[src/rtl/bin2bcd_seq_if.sv]
// ---------------------------------------------------------------------------
// bin2bcd_seq_if : start/done handshake and result bundle for bin2bcd_seq.
// Rev 1.0
// ---------------------------------------------------------------------------
`default_nettype none

interface bin2bcd_seq_if #(
  parameter int BIN_W = 14
);
  logic             start;
  logic [BIN_W-1:0] bin_in;
  logic             busy;
  logic             done;
  logic [15:0]      bcd_out;
  logic             ovf;

  modport master (
    output start, bin_in,
    input  busy, done, bcd_out, ovf
  );

  modport slave (
    input  start, bin_in,
    output busy, done, bcd_out, ovf
  );
endinterface

`default_nettype wire

[src/rtl/bin2bcd_seq.sv]
// ---------------------------------------------------------------------------
// bin2bcd_seq : sequential double-dabble, 14-bit binary -> 4 packed BCD digits.
// Rev 1.0 -- define BIN2BCD_SAT_EN to saturate overflowing results at 9999.
// ---------------------------------------------------------------------------
`default_nettype none

module bin2bcd_seq #(
  parameter int BIN_W = 14,
  parameter int ITER  = 14
) (
  input  wire logic      clk,
  input  wire logic      rst,
  bin2bcd_seq_if.slave   bus
);

  localparam int               c_CNT_W = $clog2(ITER);
  localparam logic [c_CNT_W-1:0] c_LAST  = c_CNT_W'(ITER - 1);
  localparam logic [BIN_W-1:0] c_MAX   = BIN_W'(9999);

  typedef enum logic [1:0] {
    S_IDLE   = 2'd0,
    S_SHIFT  = 2'd1,
    S_FINISH = 2'd2
  } state_t;

  state_t             r_state, w_state_next;
  logic [BIN_W-1:0]   r_bin, w_bin_next;
  logic [15:0]        r_scratch, w_scratch_next;
  logic [15:0]        w_adj;
  logic [15:0]        w_result;
  logic [c_CNT_W-1:0] r_cnt, w_cnt_next;
  logic               r_ovf_pend, w_ovf_pend_next;
  logic               r_busy, w_busy_next;
  logic               r_done, w_done_next;
  logic               r_ovf, w_ovf_next;
  logic [15:0]        r_bcd, w_bcd_next;

  for (genvar i = 0; i < 4; i++) begin : g_adj
    assign w_adj[4*i +: 4] = (r_scratch[4*i +: 4] >= 4'd5) ?
                             r_scratch[4*i +: 4] + 4'd3 : r_scratch[4*i +: 4];
  end

`ifdef BIN2BCD_SAT_EN
  assign w_result = r_ovf_pend ? 16'h9999 : r_scratch;
`else
  assign w_result = r_scratch;
`endif

  always_comb begin
    w_state_next    = r_state;
    w_bin_next      = r_bin;
    w_scratch_next  = r_scratch;
    w_cnt_next      = r_cnt;
    w_ovf_pend_next = r_ovf_pend;
    w_busy_next     = r_busy;
    w_done_next     = 1'b0;
    w_ovf_next      = r_ovf;
    w_bcd_next      = r_bcd;
    case (r_state)
      S_IDLE: begin
        w_busy_next = 1'b0;
        if (bus.start) begin
          w_state_next    = S_SHIFT;
          w_bin_next      = bus.bin_in;
          w_scratch_next  = 16'h0000;
          w_cnt_next      = '0;
          w_ovf_pend_next = (bus.bin_in > c_MAX);
          w_busy_next     = 1'b1;
        end
      end
      S_SHIFT: begin
        // Bit leaving the thousands nibble falls off: raw result is mod 10000.
        {w_scratch_next, w_bin_next} = {w_adj, r_bin} << 1;
        w_cnt_next = r_cnt + c_CNT_W'(1);
        if (r_cnt == c_LAST) begin
          w_state_next = S_FINISH;
        end
      end
      S_FINISH: begin
        w_bcd_next   = w_result;
        w_ovf_next   = r_ovf_pend;
        w_done_next  = 1'b1;
        w_busy_next  = 1'b0;
        w_state_next = S_IDLE;
      end
      default: begin
        w_state_next = S_IDLE;
        w_busy_next  = 1'b0;
      end
    endcase
  end

  always_ff @(posedge clk or posedge rst) begin
    if (rst) begin
      r_state    <= S_IDLE;
      r_bin      <= '0;
      r_scratch  <= 16'h0000;
      r_cnt      <= '0;
      r_ovf_pend <= 1'b0;
      r_busy     <= 1'b0;
      r_done     <= 1'b0;
      r_ovf      <= 1'b0;
      r_bcd      <= 16'h0000;
    end else begin
      r_state    <= w_state_next;
      r_bin      <= w_bin_next;
      r_scratch  <= w_scratch_next;
      r_cnt      <= w_cnt_next;
      r_ovf_pend <= w_ovf_pend_next;
      r_busy     <= w_busy_next;
      r_done     <= w_done_next;
      r_ovf      <= w_ovf_next;
      r_bcd      <= w_bcd_next;
    end
  end

  assign bus.busy    = r_busy;
  assign bus.done    = r_done;
  assign bus.bcd_out = r_bcd;
  assign bus.ovf     = r_ovf;

endmodule

`default_nettype wire

[src/flat_wrapper.sv]
// flat-port wrapper written by rule: the top's interface ports become plain ports
module bin2bcd_seq_flat 
#(
  parameter int BIN_W = 14,
  parameter int ITER  = 14
)
  (clk, rst, bus_start, bus_bin_in, bus_busy, bus_done, bus_bcd_out, bus_ovf);
  bin2bcd_seq_if #(.BIN_W(BIN_W)) bus_i ();
  input  wire logic clk;
  input  wire logic rst;
  input wire logic [$bits(bus_i.start)-1:0] bus_start;
  input wire logic [$bits(bus_i.bin_in)-1:0] bus_bin_in;
  output wire logic [$bits(bus_i.busy)-1:0] bus_busy;
  output wire logic [$bits(bus_i.done)-1:0] bus_done;
  output wire logic [$bits(bus_i.bcd_out)-1:0] bus_bcd_out;
  output wire logic [$bits(bus_i.ovf)-1:0] bus_ovf;
  assign bus_i.start = bus_start;
  assign bus_i.bin_in = bus_bin_in;
  assign bus_busy = bus_i.busy;
  assign bus_done = bus_i.done;
  assign bus_bcd_out = bus_i.bcd_out;
  assign bus_ovf = bus_i.ovf;
  bin2bcd_seq #(.BIN_W(BIN_W), .ITER(ITER)) u_core (.clk(clk), .rst(rst), .bus(bus_i));
endmodule
[config.mk]
export PLATFORM = sky130hd
export DESIGN_NAME = bin2bcd_seq_flat
export DESIGN_NICKNAME = d
export VERILOG_FILES = /design/src/rtl/bin2bcd_seq_if.sv /design/src/rtl/bin2bcd_seq.sv /design/src/flat_wrapper.sv
export SDC_FILE = /design/constraint.sdc
export NUM_CORES = 1
export LEC_CHECK = 0
export ABC_AREA = 1
export BUFFER_PORTS_ARGS = -buffer_cell sky130_fd_sc_hd__buf_2
export CAP_MARGIN = 0
export CORE_UTILIZATION = 36
export CTS_CLUSTER_SIZE = 40
export DETAILED_ROUTE_END_ITERATION = 8
export SKIP_LAST_GASP = 1
export SYNTH_ARGS = -nofsm -noshare
export SYNTH_HDL_FRONTEND = slang
export SYNTH_SLANG_ARGS = --single-unit
[constraint.sdc]
create_clock -name clk -period 2.1 [get_ports clk]
set_input_delay 0.105 -clock clk [delete_from_list [all_inputs] [get_ports clk]]
set_output_delay 0.105 -clock clk [all_outputs]
set_load 0.05 [all_outputs]
==> impl_metrics.yaml <==
global_route:
  antenna_found_initial: 0
  grt-ovfl-total: 0
  grt_max_degree: 57
  grt_pass1_wl_um: 8710
  track_usage: 0.141
  grt_pass1_vias: 2008
pwr:
  p_int_mw: 2.44
  net-switching-power_mw: 2.06
  p_comb_frac: 0.480
  p_sw_frac: 0.458
  p_per_area_mw_per_mm2: 1460
  peakVddDrop_mv: 0.496
  cellLeakagePower_nw: 1.60
  power.share.clock: 0.131
  p_seq_frac: 0.389
synth:
  netlist_top_cells_count: "nand2_1, dfrtp_1, inv_1"
  synth_seq_cells: 56
  ys_seq_area_frac: 0.520
  yosysMostFrequentCell: "nand2_1"
  synth_edf_count: 0
  syn_area_per_cell_um2: 8.07
  syn_nets: 361
  synth_area_leaders: "dfrtp_1, nand2_1, o21ai_1"
  synth_warnings: 0
  yosysTopAreaCellShare: 0.520
  syn_inst: 334
  synth_area_leader_cell: "dfrtp_1"
  synthArstFlopShare: 1.00
  netlist_area_mm2: 0.00270
  synthFlopType: "dfrtp_1"
  ys_types: 19
drt:
  final_antenna_net_count: 0
  remaining_drc_errors: 0
  vias: 2188
  routedWlPerCell_um: 10.8
  via_per_inst: 4.67
  firstDrtPassIters: 4
  drt_iter0_drc: 112
  wirelength_um: 5060
clocking:
  clk_latency_ps: 310
  htreeDepth: 2
  clk_path_buf_depth: 2
  cts_tree: "yes"
  cts_setup_buffers: 0
  cts.sinks: 56
  clock-root-buffer: "clkbuf_8"
  clk_pin_slew_ps: 100
  numCtsBuffers: 5
worst_hold_path:
  min_path_type: "input pin to flip-flop"
  holdPathStages: 3
  min_to: "u_core.r_bin[0]"
  min_from: "bus_bin_in[0]"
worst_setup_path:
  cp_slowest_cell: "dfrtp_1"
  crit_buf_inv: 2
  crit_path_end_kind: "flip-flop"
  r2r_end: "u_core.r_scratch[8]"
  arrival_ps: 1570
  rr_worst_depth: 7
  rrSetupSlack_ps: 760
  cp.required_ps: 2330
  cp_max_fo: 5
  crit_chain: "inv_1, ha_1, inv_1, nand2_1, nand3_1, nand2_1, o21bai_1"
  worst-setup-path-type: "flip-flop to flip-flop"
  reg2reg_from: "u_core.r_scratch[4]"
  crit_family: "flip-flops"
  cp_slowest_stage_delay_ps: 420
  start_kind: "flip-flop"
timing:
  max-slew-margin-rel: 0.630
  finalCriticalPeriod_ps: 1340
  setup_viol: 0
  hold_viol: 0
  setup-tns-final_ps: 0
  max_slew.worst_pin.slew_ps: 555
  finalClockSkew_ps: 9.67
  fmax_mhz: 748
  slew_viol_final: 0
  rsz0062_at_grt: "false"
  final.period_utilization: 0.637
place:
  place_congestion: 0.808
  io_buffer_count: 35
  dp_hpwl_um: 3430
floorplanning:
  pin_count: 36
  die_h_um: 88.5
  die_area_mm2: 0.00784
  num_rows: 31
  fp.dieW_um: 88.5
  core-area_mm2: 0.00725
  start_util: 0.372
layout:
  drive_above_1_share: 0.143
  n_fill_cell: 781
  nets: 396
  utilization: 0.423
  n_antenna_cell: 0
  area_delta_synth_final_pct: 13.9
flow_run:
  cap_viol_max_count: 0
run_status:
  status: "complete, no violations"
-- tightest hold or removal path, stage by stage --
cell	delay (ps)
buf_2	80
nand3_1	80
o21ai_1	80
-- power by group through the flow --
stage	combinational, mW	sequential [mW]	clock, mW
final	2.16	1.75	0.589
after global routing	2.50	1.81	0.653
after CTS	2.18	1.75	0.619
after detailed placement	2.17	1.77	0
after global placement	2.12	1.76	0
after floorplan	1.47	2.01	0
-- logic make-up after synthesis --
kind of cell             synth area share
AND/OR/NAND/NOR                     0.224
AO/OA/AOI/OAI                       0.121
buffers and inverters              0.0854
flip-flops                          0.520
adder cells (fa/ha/maj)            0.0464
XOR/XNOR                          0.00325
-- layout by cell type, fill, tap and decap left out --
cell type	instances
buf_2	35
inv_1	41
inv_2	5
clkinvlp_4	1
nor2_1	8
nand3_1	22
buf_4	2
xnor2_1	1
o21ai_0	23
o21ai_1	35
clkinv_4	1
buf_12	1
o21bai_1	2
nand2_1	107
dfrtp_1	56
clkbuf_8	5
nor2_2	1
o21ai_2	1
clkbuf_1	1
o22ai_1	2
dlygate4sd3_1	1
nand4_1	8
nand2_2	1
ha_1	10
-- timing repair --
item	CTS	global route
hold buffers	1	0
gates resized for setup	0	0
endpoints found under the hold margin	56	0
-- state kept, by name (all words and copies together) (netlist names) --
signal and count:
u_core.bus.done 1, u_core.bus.ovf 1, u_core.bus.busy 1, u_core.bus.bcd_out 16, u_core.r_ovf_pend 1, u_core.r_scratch 16
u_core.r_state 2, u_core.r_cnt 4, u_core.r_bin 14
-- worst max path at each step --
stage | startpoint | to | cells after the start
2_1_floorplan | rst | u_core.bus.bcd_out[0] | 1
3_3_place_gp | u_core.r_scratch[4] | u_core.r_scratch[8] | 7
3_5_place_dp | u_core.r_scratch[4] | u_core.r_scratch[8] | 7
4_1_cts | u_core.r_scratch[4] | u_core.r_scratch[8] | 7
5_1_grt | u_core.r_scratch[4] | u_core.r_scratch[8] | 7
6_report | u_core.r_scratch[4] | u_core.r_scratch[8] | 7
-- metrics by stage --
| step | setup slack [ps] | std cells | total power, mW | hold WS [ps] | instance area, µm² |
|---|---|---|---|---|---|
| after floorplan | 624 | 334 | 3.49 | 257 | 2700 |
| after global placement | 834 | 460 | 3.89 | 183 | 2970 |
| after detailed placement | 788 | 460 | 3.94 | 186 | 2970 |
| after CTS | 760 | 469 | 4.55 | 90.7 | 3070 |
| after global routing | 652 | 469 | 4.96 | 109 | 3070 |
| final | 763 | 469 | 4.49 | 75.7 | 3070 |
-- metal layers --
layer / vias to the layer above / part of all wire / wire length, µm / global-route usage
li1: 1138 / - / - / -
met2: 61 / 0.42 / 2150 / 0.236
met1: 977 / 0.52 / 2650 / 0.184
met4: 0 / 0.015 / 76 / 0.0440
met3: 12 / 0.037 / 187 / 0.0308
met5: - / 0 / 0 / 0
-- layout make-up --
class / count / area (µm²) / share of cell area
repair buffers: 39 / 220 / 0.0717
well taps: 99 / 124 / 0.0403
clock inverters: 2 / 16.3 / 0.00530
multi-input cells: 221 / 1060 / 0.347
clock buffers: 6 / 72.6 / 0.0236
flip-flops and latches: 56 / 1400 / 0.456
inverters: 46 / 173 / 0.0562
Note: power is estimated with default switching activity, not from simulation.
